`src/rtl/truth_table_pkg.sv`:
```
// rtl/truth_table_pkg.sv - shared types and widths for the truth table sequencer
package truth_table_pkg;

  typedef enum logic [1:0] {
    IDLE,
    SETTLE,
    SAMPLE,
    DONE
  } state_t;

  localparam int NUM_VECTORS = 8;
  localparam int IDX_W       = 3;
  localparam int CNT_W       = 4;

  // Value loaded into the settle timer so that a vector is held for 'cycles' cycles
  function automatic logic [CNT_W-1:0] settle_load(input int cycles);
    return CNT_W'(cycles - 1);
  endfunction

endpackage

```
`src/rtl/settle_timer.sv`:
```
// rtl/settle_timer.sv - loadable down-counter timing how long each input vector is held
module settle_timer
  import truth_table_pkg::*;
(
  input  logic             clk,
  input  logic             reset,
  input  logic             load,
  input  logic [CNT_W-1:0] load_val,
  output logic             zero
);

  logic [CNT_W-1:0] count;

  // Load takes priority; otherwise count down and park at zero
  always_ff @(posedge clk or posedge reset) begin
    if (reset) begin
      count <= '0;
    end else if (load) begin
      count <= load_val;
    end else if (count != '0) begin
      count <= count - 1'b1;
    end
  end

  assign zero = (count == '0);

endmodule

```
`src/rtl/truth_table_sequencer.sv`:
```
// rtl/truth_table_sequencer.sv - sweeps a 3-input function, captures and checks its truth table
module truth_table_sequencer #(
  parameter int SETTLE_CYCLES = 2,
  parameter int NUM_VECTORS   = 8
) (
  input  logic       clk,
  input  logic       reset,
  input  logic       start,
  input  logic [7:0] expected,
  input  logic       f_in,
  output logic [2:0] abc_out,
  output logic       busy,
  output logic       done,
  output logic       pass,
  output logic [7:0] table_out,
  output logic [3:0] mismatch_count
);
  import truth_table_pkg::*;

  localparam int LAST_INDEX = NUM_VECTORS - 1;

  state_t           state;
  state_t           state_nxt;
  logic [IDX_W-1:0] index;
  logic [7:0]       expected_q;
  logic             timer_load;
  logic             timer_zero;
  logic [CNT_W-1:0] timer_val;
  logic             bit_miss;
  logic             last_vector;

  assign timer_val   = settle_load(SETTLE_CYCLES);
  assign bit_miss    = f_in ^ expected_q[index];
  assign last_vector = (index == IDX_W'(LAST_INDEX));

  settle_timer u_settle_timer (
    .clk      (clk),
    .reset    (reset),
    .load     (timer_load),
    .load_val (timer_val),
    .zero     (timer_zero)
  );

  // State register
  always_ff @(posedge clk or posedge reset) begin
    if (reset) begin
      state <= IDLE;
    end else begin
      state <= state_nxt;
    end
  end

  // Next-state and timer reload decisions
  always_comb begin
    state_nxt  = state;
    timer_load = 1'b0;
    case (state)
      IDLE: begin
        if (start) begin
          state_nxt  = SETTLE;
          timer_load = 1'b1;
        end
      end
      SETTLE: begin
        if (timer_zero) begin
          state_nxt = SAMPLE;
        end
      end
      SAMPLE: begin
        if (last_vector) begin
          state_nxt = DONE;
        end else begin
          state_nxt  = SETTLE;
          timer_load = 1'b1;
        end
      end
      DONE: begin
        state_nxt = IDLE;
      end
      default: begin
        state_nxt = IDLE;
      end
    endcase
  end

  // Sweep datapath: latch request, step the vector index, capture and score each sample
  always_ff @(posedge clk or posedge reset) begin
    if (reset) begin
      index          <= '0;
      expected_q     <= '0;
      table_out      <= '0;
      mismatch_count <= '0;
      pass           <= 1'b0;
    end else begin
      case (state)
        IDLE: begin
          if (start) begin
            expected_q     <= expected;
            table_out      <= '0;
            mismatch_count <= '0;
            pass           <= 1'b0;
            index          <= '0;
          end
        end
        SAMPLE: begin
          table_out[index] <= f_in;
          mismatch_count   <= mismatch_count + 4'(bit_miss);
          // Verdict includes this final sample so it is already valid during DONE
          if (last_vector) begin
            pass <= (mismatch_count == '0) && !bit_miss;
          end else begin
            index <= index + 1'b1;
          end
        end
        default: begin
        end
      endcase
    end
  end

  assign abc_out = index;
  assign busy    = (state == SETTLE) || (state == SAMPLE);
  assign done    = (state == DONE);

endmodule

```
`config.mk`:
```
export PLATFORM = sky130hd
export DESIGN_NAME = truth_table_sequencer
export DESIGN_NICKNAME = d
export VERILOG_FILES = /design/src/rtl/truth_table_pkg.sv /design/src/rtl/settle_timer.sv /design/src/rtl/truth_table_sequencer.sv
export SDC_FILE = /design/constraint.sdc
export NUM_CORES = 1
export LEC_CHECK = 0
export BUFFER_PORTS_ARGS = -buffer_cell sky130_fd_sc_hd__buf_2
export CORE_MARGIN = 5
export CORE_UTILIZATION = 55
export DETAILED_ROUTE_END_ITERATION = 6
export HOLD_SLACK_MARGIN = 0.06
export PLACE_DENSITY_LB_ADDON = 0.3
export SETUP_SLACK_MARGIN = 0.05
export SKIP_CTS_REPAIR_TIMING = 1
export SYNTH_ARGS = -nofsm -noshare
export SYNTH_HDL_FRONTEND = slang
export SYNTH_SLANG_ARGS = --single-unit
```
`constraint.sdc`:
```
create_clock -name clk -period 2.6 [get_ports clk]
set_clock_uncertainty 0.05 [all_clocks]
set_input_delay 0 -clock clk [delete_from_list [all_inputs] [get_ports clk]]
set_output_delay 0 -clock clk [all_outputs]
set_load 0.005 [all_outputs]
```
==> summary.txt, run 1 <==
Critical path
  • Crit path to: mismatch_count[2]
  • Crit start category: flop
  • Reg-to-reg slack, setup: 0.21 ns
  • Crit Path Class: flop to flop
  • Instance count on the critical path: 9
  • R2r worst-path depth: 9
  • Launch point of the worst path: abc_out[0]
  • Worst Path Required: 2.77 ns
  • CP Buf/Inv Count: 0
  • Critical path's top delay family: multiplexers
  • CP peak stage delay: 0.56 ns
  • Crit. End Element: flop
  • FF-to-FF Start: abc_out[0]
  • R2R Path End: mismatch_count[2]
  • CP Max Fanout: 3
  • CP Cell Sequence: mux4_1, mux2i_1, xnor2_1, ha_1, ha_1, nor2b_1, mux2i_1, nor2_1, a221o_1
  • Max stage delay cell, worst path: mux4_1
  • Crit path arrival time: 2.56 ns

Power
  • Pleak: 0.994 nW
  • Int Power: 1.27 mW
  • Share of power burned in the clock network: 13.7%
  • Sw Ratio: 39.1%
  • Sequential share of power: 36.4%
  • Combinational Power Share: 49.9%
  • Psw: 814 uW
  • P per Cell Area: 1030 nW/um2
  • Worst VDD drop: 0.677 mV

Synth
  • Seq cells post-synth: 30
  • Post-synthesis cell type count: 39
  • Top post-synthesis cells by area: dfrtp_1 45%, ha_1 8.3%, mux2_2 6.1%
  • FFs w/ async S/R, synth: 100%
  • Warnings from Yosys: 0
  • Register area share after synthesis: 45.2%
  • Syn_nets: 177
  • Post-synth top area share: 45.2%
  • Most frequent cell after synthesis: dfrtp_1
  • Mapped Cells: 154
  • Synth Flop Type: dfrtp_1
  • Commonest cells in the netlist: 30 x dfrtp_1, 18 x nand2_1, 11 x ha_1
  • Syn Area/Cell: 10.8 um2
  • Leading area contributor after synthesis: dfrtp_1
  • EDFF count, synth: 0
  • Post-Syn Area: 1660 um2

Timing
  • Min Clock Period, post-route: 2.39 ns
  • Fmax: 419 MHz
  • Final count of pins violating max slew: 0
  • RSZ-0062 raised after global routing: no
  • # setup viols final: 0
  • Worst-Margin Slew: 0.429 ns
  • Hold WS: 0.215 ns
  • Setup TNS Final: 0 ns
  • Setup WS post-layout: 0.211 ns
  • Relative slew margins: 71.3%
  • Final hold violations: 0
  • Tcrit/Tclk final: 91.9%

Detailed routing
  • Average routed wire per standard cell: 14.3 um
  • Vias/cell: 5.48
  • Pre-antenna DRT Iters: 4
  • Routed Antenna Nets: 0
  • Initial drt markers: 42
  • Via count: 1267
  • DRT Wirelength: 3310 um
  • DRC Markers: 0

Die
  • Number of top-level pins: 30
  • Core ar.: 2980 um2
  • DIE HEIGHT: 64.9 um
  • DIE AREA: 4210 um2
  • Initial Utilization: 55.7%
  • DIE WIDTH: 64.9 um
  • Num rows: 20

Place
  • Pre-CTS setup slack: 0.196 ns
  • Port bufs: 29
  • Placer congestion estimate: 0.767
  • Hpwl dp: 2440 um

Clocking
  • Sinks on Clock Net: 30
  • TritonCTS clock tree: done
  • Max Root-Sink Buffers: 2
  • Clock transition at path regs: 0.09 ns
  • Clock latency on the worst-skew pair: 0.33 ns
  • Root Driver: clkbuf_4
  • Total CTS buffers: 5
  • H-tree Lvls: 2

Global routing
  • Gr usage total: 17.6%
  • Antenna violations before repair: 0
  • Grt total ovfl: 0
  • Vias in the first global route: 1302
  • Pin count of the biggest net entering global routing: 31
  • Global-route wire length before repair: 5720 um

Hold path
  • Hold crit path type: input port to async pin

Final layout
  • N_diodes: 0
  • Filler cells: 220
  • Layout area overhead: 21.3%
  • Nets: 220
  • Ratio of cells with drive above 1 in the final layout: 29.3%

Flow run
  • Max-Cap Viols: 0

Run status
  • Status: complete, no violations
[power by group through the flow]
stage / clock network [mW] / logic [mW] / registers [mW]
2_1_floorplan: 0 / 0.762 / 0.751
3_3_place_gp: 0 / 0.993 / 0.756
3_5_place_dp: 0 / 1.03 / 0.767
4_1_cts: 0.292 / 1.04 / 0.758
5_1_grt: 0.315 / 1.18 / 0.779
6_report: 0.284 / 1.04 / 0.758
[worst min path at each step]
stage                        end  startpoint
global route        table_out[1]       reset
detailed placement  table_out[1]       reset
CTS                 table_out[1]       reset
global placement    table_out[1]       reset
finish                      pass       reset
floorplan             abc_out[0]       reset
[worst reg2reg max path: stages (launching register included)]
cell and delay, ns:
dfrtp_1 0.39, mux4_1 0.56, mux2i_1 0.18, xnor2_1 0.12
ha_1 0.21, ha_1 0.18, nor2b_1 0.14, mux2i_1 0.14
nor2_1 0.05, a221o_1 0.26
[cell type report]
cell class | instances | area (um2) | area share, %
repair buffers | 46 | 300 | 14.9
inverters | 7 | 26.3 | 1.31
multi-input cells | 107 | 833 | 41.4
clock buffers | 7 | 55.1 | 2.74
well taps | 33 | 41.3 | 2.05
flip-flops and latches | 30 | 751 | 37.3
clock inverters | 1 | 5.00 | 0.249
[kinds of logic (layout without fill, tap and decap cells)]
group,count (synthesis),count (layout),share of synthesized area (%)
AND/OR/NAND/NOR,48,48,14.9
flip-flops,30,30,45.2
AO/OA/AOI/OAI,27,27,11.8
multiplexers,19,19,14.1
buffers and inverters,17,61,4.52
adder cells (fa/ha/maj),11,11,8.30
XOR/XNOR,2,2,1.06
[registers in the layout, indices dropped and copies added, names as in the netlist]
name	flops
expected_q	8
table_out	8
mismatch_count	4
u_settle_timer.count	4
abc_out	3
state	2
pass	1
[per-layer routing]
| metal | wire length (um) | GRT usage [%] |
|---|---|---|
| met1 | 1470 | 21.5 |
| met2 | 1600 | 29.0 |
| met3 | 193 | 5.55 |
| met4 | 50 | 6.86 |
| met5 | 0 | 0 |
[stage by stage]
stage,power (mW),std cells,instance area [um2],utilization [%]
floorplan,1.51,154,1660,-
global placement,1.75,212,1840,61.8
detailed placement,1.80,212,1840,61.8
CTS,2.09,220,1900,63.9
global route,2.28,231,2010,67.6
finish,2.08,231,2010,67.6
[cell usage in the layout, fill, tap and decap left out, drive strengths merged, types with 3 or more instances in the layout]
master | Yosys | routed
a21oi | 3 | 3
a22o | 4 | 4
buf | 4 | 35
clkbuf | 6 | 7
dfrtp | 30 | 30
dlygate4sd3 | 0 | 11
ha | 11 | 11
inv | 7 | 7
mux2 | 9 | 9
mux2i | 8 | 8
nand2 | 18 | 18
nand3 | 3 | 3
nor2 | 8 | 8
nor3 | 3 | 3
o21ai | 9 | 9
No activity file was read; power rests on OpenSTA's default activity.
==> run 2, diff against run 1 <==
ABC_AREA = 1   (was default)
CORE_UTILIZATION = 49   (was 55)
clock period = 1.95 ns   (was 2.6 ns; I/O delays follow)
==> summary.txt, run 2 <==
Power
  • Combinational Power Share: 54.2% (+4.3 points)
  • Pleak: 1.17 nW (+18%)
  • Sequential share of power: 33.7% (-2.7 points)
  • P per Cell Area: 1510 nW/um2 (+46%)
  • Int Power: 1.80 mW (+42%)
  • Psw: 1.40 mW (+72%)
  • Share of power burned in the clock network: 12.1% (-1.6 points)
  • Sw Ratio: 43.7% (+4.6 points)
  • Worst VDD drop: 0.876 mV (+29%)
  • Design Power: 3.20 mW (+54%)

Synth
  • Top post-synthesis cells by area: dfrtp_1 47%, nand2_1 12%, ha_1 8.5%
  • Warnings from Yosys: 0 (unchanged)
  • Commonest cells in the netlist: 51 x nand2_1, 31 x inv_1, 30 x dfrtp_1
  • Post-synthesis cell type count: 19 (-51%)
  • Mapped Cells: 203 (+32%)
  • FFs w/ async S/R, synth: 100% (unchanged)
  • Post-synth top area share: 46.6% (+1.4 points)
  • Syn_nets: 226 (+28%)
  • EDFF count, synth: 0 (unchanged)
  • Register area share after synthesis: 46.6% (+1.4 points)
  • Most frequent cell after synthesis: nand2_1
  • Synth Flop Type: dfrtp_1
  • Post-Syn Area: 1610 um2 (-2.9%)
  • Leading area contributor after synthesis: dfrtp_1
  • Syn Area/Cell: 7.93 um2 (-26%)
  • Seq cells post-synth: 30 (unchanged)

Hold path
  • Hold crit path type: input port to flop

Global routing
  • Met2 Resource Use GR: 27.9% (-1.1 points)
  • Met3 global-route usage: 5.82% (+0.28 points)
  • Vias in the first global route: 1314 (+0.92%)
  • Global-route wire length before repair: 5580 um (-2.5%)
  • Busiest grt layer: met2
  • Grt total ovfl: 0 (unchanged)
  • Met1 global-route usage: 18.8% (-2.7 points)
  • Antenna violations before repair: 0 (unchanged)
  • Pin count of the biggest net entering global routing: 31 (unchanged)
  • Gr usage total: 16.6% (-1.1 points)

Detailed routing
  • DRT Wirelength: 3700 um (+12%)
  • Via count: 1458 (+15%)
  • DRC Markers: 0 (unchanged)
  • Average routed wire per standard cell: 12.2 um (-15%)
  • Routed Antenna Nets: 0 (unchanged)
  • Vias/cell: 4.83 (-12%)
  • Pre-antenna DRT Iters: 5 (+1)
  • Initial drt markers: 87 (+110%)

Die
  • Num rows: 20 (unchanged)
  • Number of top-level pins: 30 (unchanged)
  • DIE HEIGHT: 67.3 um (+3.7%)
  • Core ar.: 3100 um2 (+4.2%)
  • Initial Utilization: 51.9% (-3.8 points)
  • DIE AREA: 4530 um2 (+7.5%)
  • DIE WIDTH: 67.3 um (+3.7%)

Final layout
  • Commonest non-fill, non-tap cell in the layout: nand2_1
  • Ratio of cells with drive above 1 in the final layout: 29.1% (-0.22 points)
  • Layout area overhead: 31.3%
  • Most frequent cells in the layout: 43 x nand2_1, 30 x inv_1, 29 x buf_2
  • N_diodes: 0 (unchanged)
  • Biggest regs: expected_q x8, table_out x8
  • Core Util, Final: 68.1% (+0.58 points)
  • Nets: 280 (+27%)
  • Layout Cells excl Fill: 302 (+31%)

Timing
  • Setup WS post-layout: 0.104 ns (-0.107 ns)
  • Final count of pins violating max slew: 0 (unchanged)
  • # setup viols final: 0 (unchanged)
  • Fmax: 542 MHz (+29%)
  • Worst-Margin Slew: 0.369 ns (-0.0602 ns)
  • Final hold violations: 0 (unchanged)
  • RSZ-0062 raised after global routing: yes
  • Tcrit/Tclk final: 94.7% (+2.8 points)
  • Relative slew margins: 75.4% (+4.1 points)
  • Min Clock Period, post-route: 1.85 ns (-0.543 ns)

Critical path
  • Crit start category: flop
  • CP Max Fanout: 8 (+5)
  • Crit path arrival time: 2.02 ns (-0.54 ns)
  • CP Cell Sequence: inv_4, nand2_2, nand3_2, nand2_2, nor2_1, nand2_1, nand2_2, inv_2, ha_4, ha_4, and2_4, o21ai_2, a21oi_1
  • Crit. End Element: flop
  • Max stage delay cell, worst path: dfrtp_2
  • CP peak stage delay: 0.48 ns (-0.08 ns)
  • Most frequent CP cell: nand2_2
  • Worst Path Required: 2.12 ns (-0.65 ns)
  • Crit Path Class: flop to flop

Place
  • Hpwl dp: 2500 um (+2.3%)
  • Placer congestion estimate: 0.780 (+1.7%)
  • Inst Count DP: 280 (+32%)
  • Port bufs: 29 (unchanged)
  • Pre-CTS setup slack: 0.0339 ns (-0.162 ns)

Clocking
  • Root Driver: clkbuf_4
  • H-tree Lvls: 2 (unchanged)
  • Clock transition at path regs: 0.09 ns (about the same)
  • Clock latency on the worst-skew pair: 0.33 ns (about the same)
  • Sinks on Clock Net: 30 (unchanged)
  • Max Root-Sink Buffers: 2 (unchanged)
  • Total CTS buffers: 5 (unchanged)
  • TritonCTS clock tree: done

Flow run
  • Max-Cap Viols: 0 (unchanged)

Run status
  • Status: complete, no violations
## run 2: cell count changes in the layout (fill, tap and decap cells not counted), moves of 5 or more
cell,previous run,this run
nand2_1,18,43
o21ai_0,9,14
o21ai_1,0,6
inv_1,7,30
buf_4,6,12
mux2i_1,8,0
mux2_2,9,0
nand2_2,0,8
nor2_1,8,16
nand3_1,3,16
## run 2: final cells by class
type	count	area, um2
Inverter	33	126
Tap cell	44	55.1
Multi-Input combinational cell	136	783
Clock inverter	1	5.00
Sequential cell	30	754
Clock buffer	7	55.1
Timing Repair Buffer	51	335
Fill cell	268	988
## run 2: critical path, delay by kind of cell (launching register included)
family,cells,cell delay [ns]
fa+ha+maj,2,0.30
simple gates,7,0.60
flops,1,0.48
compound gates,2,0.15
buf+inv,2,0.16
## run 2: final timing paths
check | startpoint | end | slack [ns] | cells past startpoint
worst max-delay path | abc_out[0] | mismatch_count[2] | 0.10 | 13
worst min-delay path | f_in | pass | 0.13 | 6
worst max register to register | abc_out[0] | mismatch_count[2] | 0.10 | 13
worst min register to register | pass | pass | 0.44 | 2
max in group asynchronous | reset | abc_out[2] | 1.33 | 4
min in group asynchronous | reset | mismatch_count[3] | 0.23 | 4
## run 2: kinds of logic after synthesis
| group | after synthesis | share of synthesized area [%] |
|---|---|---|
| compound gates | 29 | 9.32 |
| buf+inv | 37 | 10.1 |
| flops | 30 | 46.6 |
| fa+ha+maj | 11 | 8.55 |
| simple gates | 93 | 23.8 |
| xor+xnor | 3 | 1.63 |
## run 2: through the flow
stage	instance area [um2]	hold WS, ns	setup TNS [ns]
5_1_grt	2110	0.153	-0.0346
4_1_cts	1900	-0.319	0
2_1_floorplan	1620	0.0408	0
3_3_place_gp	1840	0.0434	0
3_5_place_dp	1840	0.0498	0
6_report	2110	0.126	0
## run 2: power by group through the flow
| stage | Clock, mW | Combinational, mW | Sequential [mW] |
|---|---|---|---|
| floorplan | 0 | 1.04 | 1.04 |
| global placement | 0 | 1.43 | 1.05 |
| detailed placement | 0 | 1.46 | 1.07 |
| CTS | 0.400 | 1.47 | 1.05 |
| global route | 0.432 | 1.97 | 1.11 |
| finish | 0.387 | 1.74 | 1.08 |
## run 2: layer usage
layer,wire length (um),up-vias
met5,0,-
met4,88,0
met3,147,9
met2,1850,28
met1,1610,674
li1,-,747
